**src/rtl/jstk_poll_sched.sv**
```systemverilog
// Joystick SPI transaction scheduler: starts 5-byte exchanges on a poll timer or
// on request, handshakes with the SPI byte controller and decodes X/Y/buttons.
module jstk_poll_sched #(
   parameter int unsigned POLL_PERIOD = 667,
   parameter int unsigned TIMEOUT     = 1023
) (
   input  logic        clk_i,
   input  logic        reset_i,
   input  logic        en_i,
   input  logic        req_i,
   input  logic [1:0]  led_i,
   input  logic        ss_i,
   input  logic [39:0] dout_i,
   output logic        snd_rec_o,
   output logic [39:0] din_o,
   output logic [9:0]  x_o,
   output logic [9:0]  y_o,
   output logic [2:0]  btn_o,
   output logic        valid_o,
   output logic        busy_o,
   output logic        timeout_o
);

   typedef enum logic [1:0] {IDLE, START, XFER, RELEASE} state_t;

   localparam logic [15:0] TMR_RELOAD = 16'(POLL_PERIOD - 1);
   localparam logic [15:0] WCNT_MAX   = 16'(TIMEOUT - 1);

   state_t      state, state_d;
   logic [15:0] tmr;
   logic [15:0] wcnt;
   logic        pend;
   logic        rel_cnt;
   logic        trigger, capture, abort, wait_hit;
   logic        unused_dout;

   // Only the position and button bits of the received word are decoded.
   assign unused_dout = ^{dout_i[31:26], dout_i[15:10], dout_i[7:3]};

   assign snd_rec_o = (state == START) || (state == XFER);
   assign busy_o    = (state != IDLE);
   assign wait_hit  = (wcnt == WCNT_MAX);

   always_comb begin
      state_d = state;
      trigger = 1'b0;
      capture = 1'b0;
      abort   = 1'b0;
      case (state)
         IDLE: begin
            if ((en_i && (tmr == '0)) || req_i || pend) begin
               trigger = 1'b1;
               state_d = START;
            end
         end
         START: begin
            if (!ss_i) begin
               state_d = XFER;
            end else if (wait_hit) begin
               abort   = 1'b1;
               state_d = RELEASE;
            end
         end
         XFER: begin
            if (ss_i) begin
               capture = 1'b1;
               state_d = RELEASE;
            end else if (wait_hit) begin
               abort   = 1'b1;
               state_d = RELEASE;
            end
         end
         RELEASE: begin
            if (rel_cnt) state_d = IDLE;
         end
         default: state_d = IDLE;
      endcase
   end

   always_ff @(posedge clk_i or posedge reset_i) begin
      if (reset_i) state <= IDLE;
      else         state <= state_d;
   end

   always_ff @(posedge clk_i or posedge reset_i) begin
      if (reset_i) begin
         din_o     <= '0;
         x_o       <= '0;
         y_o       <= '0;
         btn_o     <= '0;
         valid_o   <= 1'b0;
         timeout_o <= 1'b0;
         tmr       <= TMR_RELOAD;
         pend      <= 1'b0;
         wcnt      <= '0;
         rel_cnt   <= 1'b0;
      end else begin
         valid_o   <= capture;
         timeout_o <= abort;

         if (trigger) din_o <= {6'b100000, led_i, 32'h0};

         if (capture) begin
            x_o   <= {dout_i[25:24], dout_i[39:32]};
            y_o   <= {dout_i[9:8], dout_i[23:16]};
            btn_o <= dout_i[2:0];
         end

         if (trigger)                   tmr <= TMR_RELOAD;
         else if (en_i && (tmr != '0))  tmr <= tmr - 16'd1;

         // A request while IDLE is itself a trigger, so only non-IDLE requests latch.
         if (trigger)                       pend <= 1'b0;
         else if (req_i && (state != IDLE)) pend <= 1'b1;

         if (trigger || ((state == START) && !ss_i))
            wcnt <= '0;
         else if (((state == START) || (state == XFER)) && !wait_hit)
            wcnt <= wcnt + 16'd1;

         if (state == RELEASE) rel_cnt <= ~rel_cnt;
         else                  rel_cnt <= 1'b0;
      end
   end

endmodule

```
**config.mk**
```make
export PLATFORM = sky130hd
export DESIGN_NAME = jstk_poll_sched
export DESIGN_NICKNAME = d
export VERILOG_FILES = /design/src/rtl/jstk_poll_sched.sv
export SDC_FILE = /design/constraint.sdc
export NUM_CORES = 1
export LEC_CHECK = 0
export CAP_MARGIN = 20
export CORE_MARGIN = 2
export CORE_UTILIZATION = 40
export CTS_BUF_LIST = sky130_fd_sc_hd__clkbuf_8
export CTS_CLUSTER_SIZE = 30
export DETAILED_ROUTE_END_ITERATION = 8
export PLACE_DENSITY_LB_ADDON = 0.25
export SETUP_SLACK_MARGIN = 0.2
export SLEW_MARGIN = 5
export SYNTH_ARGS = -nofsm -noshare
export SYNTH_HDL_FRONTEND = slang
export SYNTH_SLANG_ARGS = --single-unit
```
**constraint.sdc**
```tcl
create_clock -name clk_i -period 2.9 [get_ports clk_i]
set_clock_uncertainty 0.1 [all_clocks]
set_input_delay 0.58 -clock clk_i [delete_from_list [all_inputs] [get_ports clk_i]]
set_output_delay 0.58 -clock clk_i [all_outputs]
set_load 0.02 [all_outputs]
```
; After elaboration in Yosys (flattened, before gate mapping)
; Index checks and enable logic that the tools add are counted.
[classes]
n_eq_ne = 6
mux = 21
reduce_logical = 19
n_bitwise = 1
n_addsub = 2
[ops]
columns = operator, n
row1 = 16-bit two-way mux, 4
row2 = "16-bit by 1-bit adder with 16-bit output, second input constant", 1
row3 = "16-bit by 10-bit == test with 1-bit output, second input constant", 1
row4 = 16-bit logical NOT, 1
row5 = 16-bit nonzero test, 1
row6 = "16-bit by 1-bit subtractor with 16-bit output, second input constant", 1
row7 = 1-bit two-way mux, 10
row8 = 2-bit two-way mux, 5
row9 = 2-bit one-hot mux with 4 select lines, 1
row10 = 2-bit nonzero test, 4
row11 = 1-bit logical AND, 5
row12 = "2-bit == test, second input constant", 2
row13 = 1-bit logical OR, 4
row14 = "2-bit inequality test, second input constant", 2
row15 = "2-bit by 1-bit == test with 1-bit output, second input constant", 1
row16 = 1-bit logical NOT, 2
row17 = 2-bit logical NOT, 1
row18 = 1-bit one-hot mux with 2 select lines, 1
row19 = 2-bit AND reduction, 1
row20 = 1-bit NOT, 1
[totals]
in_bits = 47
elab_cells = 60
out_inout_bits = 67
reg_bits = 64

; Logic depth before layout (Yosys ltp)
; Gate-level depths: netlist (run 1).
[depth]
ltp_word = 8
depth_mapped = 8
depth_no_buf = 6

; Least setup slack after synthesis (run 1)
; No wires, ideal clock.
[synth_timing]
path_kind = flip-flop to flip-flop
startpoint = register state[0]
endpoint = register wcnt[13]
path_slack_ps = 560
n_path_buf = 0
setup_ps = 78
path_stages_with_launch = 7
arrival_ps = 2162
cell_sequence = dfrtp_1 -> inv_1 -> ha_1 -> nand4_1 -> or4_1 -> or3_1 -> a21oi_1
[synth_between]
elab_chain_cells = 4
elab_cells_between_ends = 10
classes_between = eq/ne (2) / mux (2) / reduce/logical (6)
[synth_lines]
columns = item, line_no
row1 = "start, declared", 29  ; state_t state, state_d;
row2 = "start signal, assigned", 82  ; else state <= state_d;
row3 = 2-bit by 1-bit == test with 1-bit output / 2-bit == test (equally long branches), --
row4 = 1-bit logical OR *, --
row5 = net snd_rec_o, 14  ; output logic snd_rec_o,
row6 = 1-bit logical AND *, 118  ; else if (((state == START) || (state == XFER)) && !wait_hit)
row7 = 2-bit nonzero test (no source line) *, --
row8 = "end signal, assigned", 119  ; wcnt <= wcnt + 16'd1;
row9 = "end, declared", 31  ; logic [15:0] wcnt;
; Mark *: on every way through the listed nets, which the timed path passes. The rest lies on a longest branch.
; A chain may end at the register's enable or synchronous reset.

; Worst setup path in the final report (run 1)
[layout_timing]
startpoint = register state[1]
endpoint = register wcnt[13]
[layout_between]
elab_chain_cells = 4
elab_cells_between_ends = 10
classes_between = eq/ne (2) / mux (2) / reduce/logical (6)
[layout_lines]
columns = item, line_no
row1 = "2-bit logical NOT, or another cell as far along", 49  ; case (state)
row2 = "1-bit two-way mux, or another cell as far along", 49
row3 = 1-bit logical OR / 1-bit logical AND (equally long branches), "116, 118"
row4 = 16-bit two-way mux / 2-bit nonzero test (equally long branches), --
; Parallel ways exist; a longest one is shown, timed or not.

==> results.txt, run 1 <==
----------------------------------------------------
[Outcome]
  Result of the run ... complete, no violations

[Setup path]
  Chain of cells forming the critical path ... inv_1 > ha_1 > nand4_1 > or4_1 > or3_1 > a21oi_1
  Count of buffering cells on the critical path with inverters included ... 1
  Top Family by Delay on Critical Path ... simple AND/OR/NAND/NOR gates
  Critical setup path kind ... reg2reg
  Critical path's largest stage delay ... 0.65 ns
  CP max-delay cell ... sky130_fd_sc_hd__or4_1
  Launching element type of the critical path ... flip-flop
  Maximum fanout along the worst path ... 9
  Kind of end point of the critical path ... flip-flop
  WP data required ... 3.06 ns
  Register-to-register setup slack ... 0.38 ns
  Signal arrival time at the worst endpoint ... 2.68 ns

[Power and ir drop]
  Internal power component ... 0.002422 W
  Switching component of the power ... 0.001297 W
  Comb pwr share ... 41.0%
  Clock share of power ... 24.4%
  Power density over the cells ... 843.5 mW/mm²
  Leakage power summed over all cells ... 1.868 nW
  Sequential share of power ... 34.6%
  Maximum resistive drop on vdd ... 0.4991 mV
  Final Total Pwr ... 0.003719 W
  Sw Ratio ... 34.87%

[Routing]
  Detail Route Antenna Nets ... 0
  Top Metal Used ... met4
  Number of design rule violations left after detail routing ... 0
  Drt initial violations ... 84
  Length of routed met3 wiring ... 408 µm
  Avg Vias per Cell ... 5.225
  Met2 routed wirelength ... 3560 µm
  Drt wl/cell ... 14.41 µm
  WL met1 ... 3495 µm
  Total number of vias ... 2722
  Initial DRT Pass Iterations ... 4
  Detailed Route WL ... 7507 µm

[Floorplanning]
  Die footprint ... 0.009601 mm²
  Die Width ... 97.99 µm
  IO Pins ... 114
  Starting Density ... 40.92%
  Core area ... 0.008636 mm²
  Std-Cell Rows ... 34
  Die Ht ... 97.99 µm

[STA]
  Final Slew Violations ... 0
  Worst-case hold slack ... 0.3366 ns
  Setup repair after global routing missed its margin ... no
  Worst-Margin Slew ... 0.8879 ns
  Relative slew slack ... 40.27%
  Max Clock Freq ... 397.4 MHz
  Clock period minus worst slack ... 2.517 ns
  Final worst-path cycle share ... 86.78%
  Setup tns final ... 0 ns
  Total setup violations reported at the end of the flow ... 0
  Final hold violation count ... 0

[Synth]
  Post-synth cell types ... 59
  Count of warnings emitted by yosys ... 0
  Synth Area per Inst ... 10.52 µm²
  Cells after synthesis ... 336
  Most frequently used flop master after synthesis ... sky130_fd_sc_hd__dfrtp_1
  Share of synthesized area occupied by flip-flops and latches ... 45.50%
  Synth async-reset ratio ... 100.0%
  Post-synthesis cell area ... 0.003533 mm²
  Number of enable-type register cells in the synthesized netlist ... 0
  Flip-flop and latch count after synthesis ... 64

[Placement]
  Dpl hpwl ... 5435 µm
  I/O Buffers ... 59
  Total instance count after detailed placement ... 505
  Placement Cell Area ... 0.004175 mm²
  Placer congestion estimate ... 0.8816

[Global route]
  Initial antenna violation count ... 0
  Global-route wire length before repair ... 12410 µm
  GRT Total Usage ... 15.86%
  Overflow left after global routing ... 0
  Via count of the first global-routing pass ... 2596
  Maximum number of pins on one net before global-route repair ... 42

[Final layout]
  Final cell count without fillers ... 521
  Top library cells by usage in the layout, fill and taps aside ... sky130_fd_sc_hd__dfrtp_1, sky130_fd_sc_hd__clkdlybuf4s50_1, sky130_fd_sc_hd__conb_1
  Final design area excluding fillers ... 0.004409 mm²
  Number of nets in the final layout ... 464
  Leading cell type in the layout, fill and taps excluded ... sky130_fd_sc_hd__dfrtp_1
  Number of antenna cells inserted ... 0
  Proportion of layout cells with a drive suffix above 1 ... 16.95%
  Post-synthesis to final-layout area growth ... 24.79%

[CTS]
  Clock latency of the later-clocked register in the worst-skew pair ... 0.34 ns
  Clock transition at the register clock pins on the worst setup and hold paths after CTS ... 0.07 ns
  CTS tree ... done
  Buffer count from post-CTS setup fixing ... 0
  Number of hold buffers added after cts ... 0
  Buffer levels on the longest clock path ... 2
  Clk sink count ... 64
  Gates resized, CTS repair ... 1
  Clock buffers created by TritonCTS ... 9
  Cell at the root of the clock tree ... sky130_fd_sc_hd__clkbuf_8
  H-tree depth ... 3

[Min path]
  Worst min-delay path class ... reg2reg

[Run]
  Max-cap violations ... 0

----------------------------------------------------
## kinds of logic after synthesis
| logic type | after synthesis | share of synthesized area (%) |
|---|---|---|
| simple gates | 105 | 18.48 |
| compound gates | 72 | 13.85 |
| flops | 64 | 45.50 |
| buf+inv | 58 | 10.38 |
| mux | 26 | 8.251 |
| fa+ha+maj | 9 | 3.187 |
| other cells | 1 | 0.1061 |
| xor+xnor | 1 | 0.2479 |
## cell type report
type	instances	area, µm²
Fill cell	847	4227
Multi-Input combinational cell	250	1694
Clock inverter	7	111.4
Clock buffer	9	123.9
Timing Repair Buffer	71	691.9
Sequential cell	64	1608
Inverter	12	45.04
Tap cell	108	135.1
## layer usage
| metal | GRT usage, % | up-vias |
|---|---|---|
| li1 | - | 1322 |
| met1 | 20.75 | 1332 |
| met2 | 25.50 | 64 |
| met3 | 6.013 | 4 |
| met4 | 2.885 | 0 |
| met5 | 0 | - |
## flip-flops by register name, summed over array words and instances, names as in the netlist
register and count:
tmr 16, rel_cnt 1, pend 1, y_o 10, din_o 3, x_o 10, valid_o 1, state 2
wcnt 16, btn_o 3, timeout_o 1
## cell usage after synthesis, drive strengths merged, types with 3 or more instances
cell type   n  area, µm²
mux2       25      281.5
or4        10      76.32
nand3       8      52.55
a211oi      4      30.03
buf        41      302.8
a21oi      18      93.84
nor4        4      55.05
o31ai       7      52.55
inv        12      45.04
or4b        3      33.78
nand4       8      50.05
and4        4      35.03
a22oi       8      60.06
or3        14      88.84
and3        3      20.02
ha          9      112.6
nor3        8      40.04
nand2      18      67.56
o21ai      14      70.07
clkbuf      5      18.77
dfrtp      59       1476
nor2       16      60.06
dfstp       5      131.4
o22ai       3      18.77
## metrics by stage
stage / worst slack, ns / utilization, %
floorplan: 0.5599 / -
global placement: 0.3166 / 48.35
detailed placement: 0.2852 / 48.35
CTS: 0.3524 / 51.06
global route: 0.2446 / 51.06
finish: 0.3833 / 51.06
## path summary, 6_finish.rpt
check	startpoint	endpoint	depth (start not counted)
min	rel_cnt	rel_cnt	1
min reg2reg	rel_cnt	rel_cnt	1
max in group asynchronous	reset_i	tmr[1]	3
max reg2reg	state[1]	wcnt[13]	6
min in group asynchronous	reset_i	tmr[6]	2
max	state[1]	wcnt[13]	6
## power groups by stage
stage	Clock, W	Sequential [W]	Combinational, W
after floorplan	0	0.00150	0.000723
after detailed placement	0	0.00131	0.00154
after global routing	0.000978	0.00132	0.00164
after global placement	0	0.00129	0.00151
after CTS	0.000936	0.00129	0.00154
final	0.000906	0.00129	0.00153
Power figures use the tool's default switching activity.
==> run 2: changes to the inputs <==
Settings changed: REMOVE_ABC_BUFFERS set to 1.
==> run 2 against run 1 <==
Net effect: via count fell by 1.7%; flip-flop and latch count unchanged; combinational power hardly changed; register-to-register slack improved by 0.05 ns.
==> results.txt, run 2 (synthesis results as in run 1) <==
----------------------------------------------------
[Setup path]
  Kind of end point of the critical path ... flip-flop
  Critical setup path kind ... reg2reg
  WP data required ... 3.07 ns (about the same)
  Launching element type of the critical path ... flip-flop
  Endpoint of the most critical register-to-register path ... wcnt[15]
  Register-to-register setup slack ... 0.43 ns (+0.05 ns)
  R2R cell count ... 6 (unchanged)
  Signal arrival time at the worst endpoint ... 2.63 ns (-0.05 ns)
  FF-to-FF Start ... state[0]
  Maximum fanout along the worst path ... 9 (unchanged)

[CTS]
  H-tree depth ... 3 (unchanged)
  Buffer levels on the longest clock path ... 2 (unchanged)
  Buffer count from post-CTS setup fixing ... 0 (unchanged)
  Clock transition at the register clock pins on the worst setup and hold paths after CTS ... 0.07 ns (about the same)
  Clk sink count ... 64 (unchanged)
  Cell at the root of the clock tree ... sky130_fd_sc_hd__clkbuf_8
  CTS tree ... done
  Clock buffers created by TritonCTS ... 9 (unchanged)
  Clock latency of the later-clocked register in the worst-skew pair ... 0.34 ns (about the same)

[Global route]
  Global-route wire length before repair ... 12610 µm (+1.6%)
  Maximum number of pins on one net before global-route repair ... 65 (+55%)
  Initial antenna violation count ... 0 (unchanged)
  GRT Total Usage ... 15.93% (+0.077 points)
  Via count of the first global-routing pass ... 2617 (+0.81%)
  Overflow left after global routing ... 0 (unchanged)

[Routing]
  Detailed Route WL ... 7262 µm (-3.3%)
  Drt initial violations ... 91 (+8.3%)
  Drt wl/cell ... 13.97 µm (-3.1%)
  Detail Route Antenna Nets ... 0 (unchanged)
  Avg Vias per Cell ... 5.148 (-1.5%)
  Initial DRT Pass Iterations ... 4 (unchanged)
  Number of design rule violations left after detail routing ... 0 (unchanged)
  Total number of vias ... 2677 (-1.7%)

[STA]
  Total setup violations reported at the end of the flow ... 0 (unchanged)
  Max Clock Freq ... 405.6 MHz (+2.1%)
  Clock period minus worst slack ... 2.466 ns (-0.05088 ns)
  Relative slew slack ... 43.31% (+3.0 points)
  Final Slew Violations ... 0 (unchanged)
  Setup tns final ... 0 ns (unchanged)
  Final worst-path cycle share ... 85.03% (-1.8 points)
  Final hold violation count ... 0 (unchanged)
  Setup repair after global routing missed its margin ... no
  Worst-Margin Slew ... 0.8427 ns (-0.04519 ns)

[Final layout]
  Leading cell type in the layout, fill and taps excluded ... sky130_fd_sc_hd__dfrtp_1
  Post-synthesis to final-layout area growth ... 23.90%
  Number of nets in the final layout ... 463 (-0.22%)
  Proportion of layout cells with a drive suffix above 1 ... 16.99% (+0.041 points)
  Core utilization of the finished layout ... 50.70% (-0.36 points)
  Number of antenna cells inserted ... 0 (unchanged)
  Top library cells by usage in the layout, fill and taps aside ... sky130_fd_sc_hd__dfrtp_1, sky130_fd_sc_hd__clkdlybuf4s50_1, sky130_fd_sc_hd__conb_1
  Registers with the most flip-flops ... tmr (16), wcnt (16)

[Placement]
  I/O Buffers ... 59 (unchanged)
  Placer congestion estimate ... 0.8338 (-5.4%)
  Dpl hpwl ... 5149 µm (-5.3%)

[Min path]
  Number of cells traversed by the worst hold path ... 1 (unchanged)
  Worst hold endpoint ... rel_cnt
  Hold path start ... rel_cnt
  Worst min-delay path class ... reg2reg

[Floorplanning]
  Starting Density ... 40.92% (unchanged)
  Die Width ... 97.99 µm (unchanged)
  Std-Cell Rows ... 34 (unchanged)
  Core area ... 0.008636 mm² (unchanged)
  IO Pins ... 114 (unchanged)
  Die Ht ... 97.99 µm (unchanged)
  Die footprint ... 0.009601 mm² (unchanged)

[Outcome]
  Result of the run ... complete, no violations

[Power and ir drop]
  Leakage power summed over all cells ... 1.859 nW (-0.51%)
  Power density over the cells ... 816.7 mW/mm² (-3.2%)
  Maximum resistive drop on vdd ... 0.4498 mV (-9.9%)

[Run]
  Max-cap violations ... 0 (unchanged)

----------------------------------------------------
run 2: cell type report:
class / instances / area [µm²]
Multi-Input combinational cell: 250 / 1694
Timing Repair Buffer: 70 / 690.7
Clock buffer: 10 / 137.6
Tap cell: 108 / 135.1
Fill cell: 796 / 4258
Inverter: 12 / 45.04
Sequential cell: 64 / 1608
Clock inverter: 6 / 67.56
run 2: stage by stage:
stage | total power (W) | hold slack, ns | worst slack [ns] | instance area (µm²) | cells
floorplan | 0.002169 | 0.2884 | 0.4247 | 3347 | 326
global placement | 0.002780 | 0.3104 | 0.1861 | 4168 | 504
detailed placement | 0.002824 | 0.3127 | 0.1922 | 4168 | 504
CTS | 0.003624 | 0.3234 | 0.2184 | 4373 | 520
global route | 0.003807 | 0.3609 | 0.2635 | 4378 | 520
finish | 0.003575 | 0.3199 | 0.4342 | 4378 | 520
run 2: power breakdown:
group          internal, W  switching [W]
logic             0.000707       0.000792
registers          0.00114       0.000144
clock network     0.000423       0.000371
run 2: worst max-delay path, stage by stage, from the launching register on:
cell and delay [ns]:
sky130_fd_sc_hd__dfrtp_1 0.42, sky130_fd_sc_hd__inv_1 0.12, sky130_fd_sc_hd__ha_1 0.44, sky130_fd_sc_hd__nand4_1 0.19
sky130_fd_sc_hd__or4_1 0.64, sky130_fd_sc_hd__or3_1 0.35, sky130_fd_sc_hd__a21oi_1 0.14
run 2: how the worst max path moves through the flow:
| stage | start | endpoint | depth (start not counted) |
|---|---|---|---|
| global route | state[1] | wcnt[13] | 6 |
| finish | state[0] | wcnt[15] | 6 |
| detailed placement | en_i | state[0] | 5 |
| CTS | state[1] | snd_rec_o | 3 |
| floorplan | tmr[0] | wcnt[4] | 6 |
| global placement | en_i | state[0] | 5 |
run 2: timing repair:
item / 4_1_cts / 5_1_grt
endpoints found under the setup margin: 0 / 2
hold buffers: 0 / 0
resized for setup: 0 / 2
run 2: layer usage:
layer	wire length [µm]	part of all wire (%)	up-vias	global-route usage [%]
met5	0	0	-	0
met4	76	1.0	0	4.808
met3	363	5.0	7	3.865
met2	3420	47	63	24.97
met1	3401	47	1297	22.01
li1	-	-	1310	-
==> run 3: changes to the inputs <==
Settings changed: CTS_CLUSTER_DIAMETER set to 100.
==> results of run 3 <==
Final layout, timing and power as in run 2 (identical DEF).
